$ cat src/rtl/pulse_pkg.sv
// Shared types for the pulse-domain sequencer: descriptor layout, FSM states.
package pulse_pkg;

  localparam int CH_W  = 4;
  localparam int WF_W  = 8;
  localparam int AMP_W = 16;
  localparam int PH_W  = 16;
  localparam int DLY_W = 12;
  localparam int DUR_W = 8;
  localparam int DESC_W = CH_W + WF_W + AMP_W + PH_W + DLY_W + DUR_W;

  // MSB first, matching the word the core-side handler pushes into the FIFO
  typedef struct packed {
    logic [CH_W-1:0]  channel;
    logic [WF_W-1:0]  waveform_id;
    logic [AMP_W-1:0] amplitude;
    logic [PH_W-1:0]  phase;
    logic [DLY_W-1:0] delay;
    logic [DUR_W-1:0] duration;
  } pulse_descriptor_t;

  typedef enum logic [1:0] {
    SEQ_IDLE  = 2'd0,
    SEQ_DELAY = 2'd1,
    SEQ_PLAY  = 2'd2
  } seq_state_t;

  // A zero duration still plays for one cycle
  function automatic logic [DUR_W-1:0] eff_dur(input logic [DUR_W-1:0] dur);
    return (dur == '0) ? DUR_W'(1) : dur;
  endfunction

endpackage

$ cat src/rtl/pulse_prefetch_buf.sv
// One-entry prefetch: pops the FIFO, captures the word a cycle later, and
// presents it to the sequencer. The captured word is also offered on the
// capture cycle itself so a load can happen without waiting for the register.
module pulse_prefetch_buf #(
  parameter int DESC_W = 64
) (
  input  logic              clk,
  input  logic              reset,
  input  logic              abort,
  input  logic              fifo_empty,
  input  logic [DESC_W-1:0] fifo_rdata,
  input  logic              consume,
  output logic              fifo_rd_en,
  output logic              rd_pending,
  output logic              next_valid,
  output logic [DESC_W-1:0] next_q
);

  logic              buf_valid_q, buf_valid_d;
  logic              rd_pending_q, rd_pending_d;
  logic [DESC_W-1:0] buf_q, buf_d;

  // Single outstanding read; never pop over a held descriptor
  assign fifo_rd_en = !reset && !fifo_empty && !buf_valid_q && !rd_pending_q && !abort;
  assign rd_pending = rd_pending_q;
  assign next_valid = buf_valid_q || (rd_pending_q && !abort);
  assign next_q     = buf_valid_q ? buf_q : fifo_rdata;

  // Capture / consume / abort bookkeeping for the single entry
  always_comb begin
    buf_d        = buf_q;
    buf_valid_d  = buf_valid_q;
    rd_pending_d = fifo_rd_en;
    if (abort) begin
      buf_valid_d  = 1'b0;
      rd_pending_d = 1'b0;
    end else if (consume) begin
      buf_valid_d = 1'b0;
    end else if (rd_pending_q) begin
      buf_valid_d = 1'b1;
      buf_d       = fifo_rdata;
    end
  end

  // Entry state registers
  always_ff @(posedge clk or posedge reset) begin
    if (reset) begin
      buf_q        <= '0;
      buf_valid_q  <= 1'b0;
      rd_pending_q <= 1'b0;
    end else begin
      buf_q        <= buf_d;
      buf_valid_q  <= buf_valid_d;
      rd_pending_q <= rd_pending_d;
    end
  end

endmodule

$ cat src/rtl/pulse_sequencer.sv
// Pulse-domain sequencer: waits each descriptor's delay, then plays its
// fields onto the waveform-generator interface for its duration.
module pulse_sequencer #(
  parameter int DESC_W = 64,
  parameter int CNT_W  = 16
) (
  input  logic              clk,
  input  logic              reset,
  input  logic              enable,
  input  logic              abort,
  input  logic              fifo_empty,
  output logic              fifo_rd_en,
  input  logic [DESC_W-1:0] fifo_rdata,
  output logic              pulse_active,
  output logic              pulse_first,
  output logic [3:0]        pulse_channel,
  output logic [7:0]        pulse_waveform_id,
  output logic [15:0]       pulse_amplitude,
  output logic [15:0]       pulse_phase,
  output logic              seq_idle,
  output logic [CNT_W-1:0]  pulse_count
);
  import pulse_pkg::*;

  seq_state_t        state_q, state_d;
  pulse_descriptor_t cur_q, cur_d, desc_in;
  logic [DLY_W-1:0]  dly_cnt_q, dly_cnt_d;
  logic [DUR_W-1:0]  dur_cnt_q, dur_cnt_d;
  logic              pulse_active_q, pulse_active_d;
  logic              pulse_first_q, pulse_first_d;
  logic [3:0]        pulse_channel_q, pulse_channel_d;
  logic [7:0]        pulse_waveform_id_q, pulse_waveform_id_d;
  logic [15:0]       pulse_amplitude_q, pulse_amplitude_d;
  logic [15:0]       pulse_phase_q, pulse_phase_d;
  logic [CNT_W-1:0]  pulse_count_q, pulse_count_d;
  logic              load, next_valid, rd_pending;
  logic [DESC_W-1:0] next_q;

  pulse_prefetch_buf #(.DESC_W(DESC_W)) u_prefetch (
    .clk        (clk),
    .reset      (reset),
    .abort      (abort),
    .fifo_empty (fifo_empty),
    .fifo_rdata (fifo_rdata),
    .consume    (load),
    .fifo_rd_en (fifo_rd_en),
    .rd_pending (rd_pending),
    .next_valid (next_valid),
    .next_q     (next_q)
  );

  assign desc_in = next_q;

  // Next state, counters and registered-output values
  always_comb begin
    state_d   = state_q;
    cur_d     = cur_q;
    dly_cnt_d = dly_cnt_q;
    dur_cnt_d = dur_cnt_q;
    load      = 1'b0;
    if (abort) begin
      state_d = SEQ_IDLE;
    end else begin
      case (state_q)
        SEQ_IDLE: load = next_valid && enable;
        SEQ_DELAY: begin
          dly_cnt_d = dly_cnt_q - 1'b1;
          if (dly_cnt_q == DLY_W'(1)) begin
            state_d   = SEQ_PLAY;
            dur_cnt_d = eff_dur(cur_q.duration);
          end
        end
        SEQ_PLAY: begin
          dur_cnt_d = dur_cnt_q - 1'b1;
          if (dur_cnt_q == DUR_W'(1)) begin
            state_d = SEQ_IDLE;
            load    = next_valid && enable;
          end
        end
        default: state_d = SEQ_IDLE;
      endcase
      if (load) begin
        cur_d = desc_in;
        if (desc_in.delay == '0) begin
          state_d   = SEQ_PLAY;
          dur_cnt_d = eff_dur(desc_in.duration);
        end else begin
          state_d   = SEQ_DELAY;
          dly_cnt_d = desc_in.delay;
        end
      end
    end
    pulse_active_d      = (state_d == SEQ_PLAY);
    pulse_first_d       = pulse_active_d && ((state_q != SEQ_PLAY) || load);
    pulse_channel_d     = pulse_active_d ? cur_d.channel     : '0;
    pulse_waveform_id_d = pulse_active_d ? cur_d.waveform_id : '0;
    pulse_amplitude_d   = pulse_active_d ? cur_d.amplitude   : '0;
    pulse_phase_d       = pulse_active_d ? cur_d.phase       : '0;
    pulse_count_d       = pulse_count_q + CNT_W'(pulse_first_d);
  end

  // FSM, counters and output registers
  always_ff @(posedge clk or posedge reset) begin
    if (reset) begin
      state_q             <= SEQ_IDLE;
      cur_q               <= '0;
      dly_cnt_q           <= '0;
      dur_cnt_q           <= '0;
      pulse_active_q      <= 1'b0;
      pulse_first_q       <= 1'b0;
      pulse_channel_q     <= '0;
      pulse_waveform_id_q <= '0;
      pulse_amplitude_q   <= '0;
      pulse_phase_q       <= '0;
      pulse_count_q       <= '0;
    end else begin
      state_q             <= state_d;
      cur_q               <= cur_d;
      dly_cnt_q           <= dly_cnt_d;
      dur_cnt_q           <= dur_cnt_d;
      pulse_active_q      <= pulse_active_d;
      pulse_first_q       <= pulse_first_d;
      pulse_channel_q     <= pulse_channel_d;
      pulse_waveform_id_q <= pulse_waveform_id_d;
      pulse_amplitude_q   <= pulse_amplitude_d;
      pulse_phase_q       <= pulse_phase_d;
      pulse_count_q       <= pulse_count_d;
    end
  end

  assign pulse_active      = pulse_active_q;
  assign pulse_first       = pulse_first_q;
  assign pulse_channel     = pulse_channel_q;
  assign pulse_waveform_id = pulse_waveform_id_q;
  assign pulse_amplitude   = pulse_amplitude_q;
  assign pulse_phase       = pulse_phase_q;
  assign pulse_count       = pulse_count_q;
  assign seq_idle          = (state_q == SEQ_IDLE) && !next_valid && !rd_pending && fifo_empty;

endmodule

$ cat config.mk
export PLATFORM = sky130hd
export DESIGN_NAME = pulse_sequencer
export DESIGN_NICKNAME = d
export VERILOG_FILES = /design/src/rtl/pulse_pkg.sv /design/src/rtl/pulse_prefetch_buf.sv /design/src/rtl/pulse_sequencer.sv
export SDC_FILE = /design/constraint.sdc
export NUM_CORES = 1
export LEC_CHECK = 0
export BUFFER_PORTS_ARGS = -buffer_cell sky130_fd_sc_hd__buf_2
export CAP_MARGIN = 20
export CORE_AREA = 10 10 155 157
export CTS_CLUSTER_SIZE = 40
export DETAILED_ROUTE_END_ITERATION = 12
export DIE_AREA = 0 0 165 167
export HOLD_SLACK_MARGIN = 0.15
export REMOVE_ABC_BUFFERS = 1
export SLEW_MARGIN = 20
export SYNTH_ARGS = -nofsm -noshare
export SYNTH_HDL_FRONTEND = slang
export SYNTH_SLANG_ARGS = --single-unit
export TNS_END_PERCENT = 20
$ cat constraint.sdc
create_clock -name clk -period 16.4 [get_ports clk]
set_clock_uncertainty 0.1 [all_clocks]
set_input_delay 3.28 -clock clk [delete_from_list [all_inputs] [get_ports clk]]
set_output_delay 3.28 -clock clk [all_outputs]
set_load 0.1 [all_outputs]
# After elaboration in Yosys (flattened, before gate mapping)
# Cells that the tools add are included.
[word_totals] ff_bits=214 latch_bits=0 ram_bits=0 rom_bits=0 out_inout_bits=64 memories=0
[classes] n_addsub=3 multipliers=0 div_mod_pow=0 order_cmp=0 n_eq_ne=6 shifts=0 mux=30 n_bitwise=2 n_reduce_logical=25
[op_table] op="64-bit 2-to-1 mux" n=3
[op_table] op="8-bit 2-to-1 mux" n=6
[op_table] op="12-bit 2-to-1 mux" n=3
[op_table] op="16-bit 2-to-1 mux" n=2
[op_table] op="16-bit by 1-bit adder with 16-bit output" n=1
[op_table] op="8-bit zero test" n=2
[op_table] op="8-bit case mux with 2 select lines" n=1
[op_table] op="12-bit by 1-bit equality test with 1-bit output (second input constant)" n=1
[op_table] op="12-bit zero test" n=1
[op_table] op="12-bit by 1-bit subtractor with 12-bit output (second input constant)" n=1
[op_table] op="1-bit logical AND" n=10
[op_table] op="2-bit 2-to-1 mux" n=5
[op_table] op="8-bit by 1-bit equality test with 1-bit output (second input constant)" n=1
[op_table] op="8-bit by 1-bit subtractor with 8-bit output (second input constant)" n=1
[op_table] op="1-bit 2-to-1 mux" n=7
[op_table] op="1-bit zero test" n=6
[op_table] op="2-bit case mux with 3 select lines" n=1
[op_table] op="2-bit equality test (second input constant)" n=2
[op_table] op="4-bit 2-to-1 mux" n=1
[op_table] op="3-bit AND reduction" n=1
[op_table] op="3-bit nonzero test" n=1
[op_table] op="2-bit by 1-bit equality test with 1-bit output (second input constant)" n=1
[op_table] op="2-bit zero test" n=1
[op_table] op="1-bit logical OR" n=2
[op_table] op="4 further kinds" n=5

# Depth between registers and ports, before layout
# Gate-level depths: netlist of run 1.
[logic_depth] ltp_word=12 mapped_depth=16 depth_no_buf=14

# By module
# Synthesis of run 1 repeated with hierarchy kept, for this count alone.
[hier_totals] hier_cells=768 hier_area_um2=9952.0
[modules_own_cells] mod="pulse_sequencer" instances=1 cells_each=553 area_per_inst_um2=6422.4 seq_area_each_um2=3403.3
[modules_own_cells] mod="pulse_prefetch_buf" instances=1 cells_each=215 area_per_inst_um2=3529.6 seq_area_each_um2=1651.6

# Least setup slack after synthesis of run 1
# Ideal clock, no wire load.
[synth_timing] path_kind="input to output" startpoint="input abort" endpoint="output fifo_rd_en" arrival_ns=6.908 required_time_ns=13.020 setup_slack_ns=6.112 stages=3 cell_sequence="clkbuf_1 clkbuf_1 nor4b_1"
[synth_between] elab_chain_cells=2
[synth_rtl] element="start, declared" line_no="pulse_sequencer.sv:10" rtl="input logic abort,"
[synth_rtl] element="1-bit zero test" line_no="pulse_prefetch_buf.sv:24" rtl="assign fifo_rd_en = !reset && !fifo_empty && !buf_valid_q && !rd_pending_q && !abort;"
[synth_rtl] element="1-bit logical AND" line_no="pulse_prefetch_buf.sv:24"
[synth_rtl] element="end, declared" line_no="pulse_sequencer.sv:12" rtl="output logic fifo_rd_en,"
# No other way between the ends.

# Worst setup path in the final report of run 1
# Same ends and word-level chain as after synthesis.

==> run metrics, run 1 <==
post_cts resized=0; final setup margin=8.47 ns; WP data required=about 13 ns; most frequent cells in the layout=201 x dfrtp_1, 132 x buf_2, 80 x nand2_1; met1 GRT Util=between 20% and 30%; CP dominant cell by count=buf_2; Syn Area/Cell=approximately 11 um2; status=completed; Worst-path clk slew=around 0.05 ns; vias per cell=around 5.3; ys flop type=dfrtp_1; fin nets=1003; Placed Area=between 10000 and 15000 um2; Warnings, synthesis=0; Max Clk Rate=0.126 GHz; RSZ-0062 raised after global routing=false; Remaining Overflow, GRT=0; critical path arrival=~4.6 ns; Chip Width=~170 um; Post-Route WL=between 20 and 25 mm; CORE AREA=20800 um2; CP Capture Type=output port; Sw Ratio=26.9%; initial antenna violation count=3; hold depth=1; Top Ports=roughly 130; CTS buffer count=24; Crit path largest cell delay=around 0.5 ns; Hold Path End=pulse_count[15]; Pint=1.00 mW; worst-path cell chain=buf_2 -> nor4b_1 -> buf_2; post-route cell area=10900 um2; grt peak-use layer=met2; Detailed Routing Iterations Pass 1=4; #FFs+latches synth=a little over 200; Psw=between 0.3 and 0.4 mW; Period Utilization, post-route=a little under 50%; DR iter-0 viols=between 200 and 300; CP delay by family, top=buffers and inverters; leakage=4.95 nW; Worst R2R Setup Slack=11.87 ns; RR Startpoint=dly_cnt_q[1]; layout cells sized above 1=around a third; vias in the first global route=roughly 6700; Slew HR=between 30% and 40%; VDD IR max=just under 0.07 mV; overall power=approximately 1.4 mW; register area share after synthesis=a little over half; R2R cell count=14; hpwl dp=between 10 and 15 mm; Mapped Cells=808; pre-CTS setup slack=roughly 8.5 ns; Initial Utilization=~45%; Worst Hold Class=flop to flop; distinct cell type count after synthesis=52; Clock Latency Late Sink=about 0.5 ns; setup bufs post-CTS=0; most common cell after layout, fill and taps aside=dfrtp_1; first-pass GRT wire length=roughly 35 mm; Setup CP Type=input pin to output port; PortBufs=roughly 130; critical path fanouts, max=28; type of origin of the critical path=input pin; total track usage=15.5%; DRC viols=0; row cnt=53; clock power share=about 37%; reg2reg end=pulse_count[15]; fill count=roughly 1900; RD Place Congestion=roughly 0.86; area added between synthesis and finish=17.6%; Final Max Slew Viols=0; Final setup violation count=0; DR vias=6447; Comb power frac=between 10% and 20%; CTS max path bufs=3; Final min period=between 7 and 8 ns; power density over cell area=approximately 130 nW/um2; Synth async-reset ratio=100%; ANT nets after route=0; htree depth=1; CTS tree=built; die area=about 28000 um2; met3 GRT Util=4.34%; Slew @ Worst Pin=roughly 0.95 ns; sequential share of power=about 48%; mapped cell area=9270 um2; final hold violation count=0; met2 Use GR=23.9%; Hold Crit Start=pulse_count[15]; CP bufs+invs=2; Die Y=167 um; cts hold-fix bufs=0; # clock sinks=between 200 and 250; setup TNS=0 ns; maxcap violations=0; pin count of the biggest net entering global routing=roughly 130; Slowest-stage cell, CP=buf_2; Root Driver=clkbuf_16; EDFF count, synth=0; Routed wire per std cell=17.5 um
Yosys cell counts (3+ instances only):
library cell	number	share of area (%)
dfrtp_1	202	55
nand2_1	82	3.3
nor2_1	73	3.0
o21ai_0	72	3.9
mux2_2	71	8.6
mux2i_1	63	6.8
a211oi_2	38	5.1
clkbuf_1	35	1.4
inv_1	14	0.57
nor3_1	14	0.76
a21oi_1	13	0.70
nand3_1	12	0.65
ha_1	10	1.3
xnor2_1	10	0.94
nor4_1	9	0.61
buf_6	7	0.85
a211oi_1	6	0.49
a221o_1	6	0.65
buf_1	6	0.24
and2_1	4	0.27
nor3b_1	4	0.32
o221ai_1	4	0.38
xor2_1	4	0.38
and3_1	3	0.20
nand4_1	3	0.20
o22ai_1	3	0.20
or3_1	3	0.20
or3b_2	3	0.28
or4_1	3	0.24
layer usage:
metal | vias up | wire length (um)
met5 | - | 9
met2 | 161 | 9440
met1 | 3134 | 9930
met4 | 2 | 292
met3 | 24 | 1630
li1 | 3126 | -
stage by stage:
stage,utilization [%],std cells,hold slack [ns]
3_5_place_dp,48.6,1173,0.371
6_report,52.3,1217,0.374
3_3_place_gp,48.6,1173,0.359
5_1_grt,52.3,1216,0.401
4_1_cts,52.3,1216,0.384
2_1_floorplan,-,760,0.345
power groups by stage:
stage,logic (mW),registers [mW],clock network (mW)
finish,0.201,0.662,0.509
global route,0.232,0.676,0.548
CTS,0.204,0.661,0.525
detailed placement,0.204,0.668,0
global placement,0.199,0.666,0
floorplan,0.159,0.658,0
cell type report:
cell class	instances	area (um2)	area share, %
Sequential cell	202	5060	46.4
Multi-Input combinational cell	543	3950	36.2
Clock buffer	38	744	6.83
Timing Repair Buffer	138	709	6.51
Tap cell	275	344	3.16
Inverter	15	63.8	0.586
Clock inverter	5	30.0	0.276
Antenna cell	1	2.50	0.0230
state kept, by name (all words and copies together), names as in the netlist:
name                    count
u_prefetch.buf_valid_q      1
pulse_first                 1
dly_cnt_q                  12
pulse_amplitude            16
pulse_count                16
pulse_channel               4
cur_q                      52
pulse_active                1
u_prefetch.buf_q           64
state_q                     2
u_prefetch.rd_pending       1
pulse_phase                16
pulse_waveform_id           8
dur_cnt_q                   8
worst max-delay path by stage:
stage	start	endpoint	slack [ns]	depth (start not counted)
finish	abort	fifo_rd_en	8.47	3
global placement	abort	fifo_rd_en	8.54	3
floorplan	abort	pulse_count[13]	4.04	10
global route	abort	fifo_rd_en	8.33	3
CTS	abort	fifo_rd_en	8.45	3
detailed placement	abort	fifo_rd_en	8.46	3
worst reg2reg max path, stage by stage (launching register included):
cell     delay, ns
dfrtp_1       0.37
inv_1         0.09
ha_1          0.14
or3b_2        0.50
nor4_4        0.53
nor2_2        0.05
o41a_1        0.40
or3_2         0.41
buf_4         0.36
a21oi_1       0.28
ha_1          0.20
nand3_1       0.17
nor3_1        0.49
nand3_1       0.17
xnor2_1       0.15
cell families after synthesis:
kind of cell / after synthesis / share of synthesized area, %
xor gates and xnor gates: 14 / 1.32
muxes: 134 / 15.4
adders and majority gates: 10 / 1.35
AOI/OAI and AO/OA: 161 / 13.1
and+or+nand+nor: 224 / 11.1
DFF: 202 / 54.5
buffers and inverters: 63 / 3.12
(Power assumes the default switching activity.)
==> run 2: changes to the inputs <==
Clock period 16.4 ns to 7.35 ns, I/O delays scaled along.
==> run 2 against run 1 <==
Count of clock-buffer cells in the layout fell by 4. Worst setup slack got worse by 5.8 ns. Hold slack worse by 0.0033 ns. Global-route usage about the same. Design area grew 0.11%. First-iteration DRC count grew 56%. Critical path type is now flop to flop. Core utilization rose by 0.060 points. Routed wire length rose by 1.8%. Cell count is essentially flat. Register-to-register slack got worse by 9.2 ns.
==> run metrics, run 2 (synthesis gave the netlist of run 1 again) <==
status=completed; max reg flops=64; Final setup violation count=0; Remaining Overflow, GRT=0; Chip Width=between 150 and 200 um; CTS buffer count=23; setup bufs post-CTS=0; Slew @ Worst Pin=~0.98 ns; type of origin of the critical path=flop; Psw=0.831 mW; CORE AREA=20800 um2; Slew HR=between 30% and 40%; Final min period=4.65 ns; power density over cell area=277 nW/um2; hpwl dp=between 10 and 15 mm; area added between synthesis and finish=17.7%; Clock Latency Late Sink=0.51 ns; Sw Ratio=27.5%; Pint=around 2.2 mW; Placed Area=roughly 10000 um2; setup TNS=0 ns; Comb power frac=14.9%; critical path fanouts, max=39; Initial Utilization=around 45%; fin nets=1004; Setup CP Type=flop to flop; pre-CTS setup slack=approximately 2.2 ns; DR vias=6448; ANT nets after route=0; Die Y=167 um; Max Clk Rate=~0.22 GHz; most frequent cells in the layout=201 x dfrtp_1, 132 x buf_2, 80 x nand2_1; vias per cell=~5.3; die area=roughly 28000 um2; Worst-path clk slew=~0.05 ns; cts hold-fix bufs=0; final hold violation count=0; Root Driver=clkbuf_16; total track usage=between 10% and 20%; leakage=around 5 nW; vias in the first global route=approximately 6600; clock power share=a little over a third; DR iter-0 viols=464; Routed wire per std cell=17.8 um; htree depth=1; post_cts resized=0; CP Capture Type=flop; final setup margin=between 2 and 3 ns; fin cells=approximately 1200; CTS max path bufs=3; CTS tree=built; initial antenna violation count=3; Biggest register=u_prefetch.buf_q; Period Utilization, post-route=63.3%; maxcap violations=0; Final Max Slew Viols=0; sequential share of power=slightly below 50%; Post-Route WL=between 20 and 25 mm; layout cells sized above 1=a little under a third; first-pass GRT wire length=around 35 mm; row cnt=between 50 and 60; RSZ-0062 raised after global routing=false; Placed Cells incl. Taps=1173; RD Place Congestion=0.875; Worst Hold Class=flop to flop; overall power=a little over 3 mW; pin count of the biggest net entering global routing=about 120; most common cell after layout, fill and taps aside=dfrtp_1; WP data required=~7.6 ns; VDD IR max=roughly 0.15 mV; # clock sinks=approximately 200; DRC viols=0; biggest regs=u_prefetch.buf_q x64, cur_q x52; critical path arrival=4.94 ns; PortBufs=between 100 and 150; Top Ports=133; Detailed Routing Iterations Pass 1=5; post-route cell area=between 10000 and 15000 um2
run 2: cell count changes in the layout (fill, tap and decap cells not counted):
cell,change
buf_12,+2
clkbuf_1,-2
clkbuf_16,-2
clkinv_2,+2
buf_16,+1
buf_6,-1
clkinvlp_4,-1
diode_2,+1
inv_6,+1
run 2: power groups by stage:
stage	clock, mW	sequential, mW	combinational [mW]
after floorplan	0	1.47	0.354
after global placement	0	1.49	0.444
after detailed placement	0	1.49	0.457
after CTS	1.12	1.48	0.457
after global routing	1.17	1.51	0.517
final	1.09	1.48	0.452
run 2: cell type report:
class                           count  area (um2)
Antenna cell                        2        5.00
Clock buffer                       34         687
Clock inverter                      7        41.3
Fill cell                        1889        9910
Inverter                           15        63.8
Multi-Input combinational cell    543        3950
Sequential cell                   202        5060
Tap cell                          275         344
Timing Repair Buffer              140         766
run 2: path summary, 6_finish.rpt:
kind | startpoint | to | slack, ns | cells after the start
min in group asynchronous | reset | u_prefetch.buf_q[7] | 1.04 | 2
hold / removal | pulse_count[15] | pulse_count[15] | 0.37 | 1
hold reg to reg | pulse_count[15] | pulse_count[15] | 0.37 | 1
max in group asynchronous | reset | pulse_waveform_id[5] | 4.86 | 4
setup / recovery | u_prefetch.buf_valid_q | pulse_count[13] | 2.70 | 11
setup reg to reg | u_prefetch.buf_valid_q | pulse_count[13] | 2.70 | 11
run 2: routing by layer:
metal	GRT usage (%)	vias to the layer above	wire length [um]
met4	3.08	2	227
met3	4.09	24	1530
met2	23.4	156	9750
li1	-	3128	-
met1	21.7	3138	10200
met5	0	-	10
run 2: critical path, cell delays in order, from the launching register on:
cell	delay, ns
dfrtp_4	0.87
buf_4	0.59
o221ai_1	0.37
a211o_1	0.48
o41a_1	0.19
or3_2	0.44
a21oi_1	0.28
ha_1	0.23
nand3_1	0.16
nor3_1	0.49
nand3_1	0.16
xnor2_1	0.15
run 2: stage by stage:
stage,hold WS [ns],utilization (%)
2_1_floorplan,0.345,-
3_5_place_dp,0.365,48.6
5_1_grt,0.395,52.4
3_3_place_gp,0.358,48.6
4_1_cts,0.373,52.1
6_report,0.371,52.4
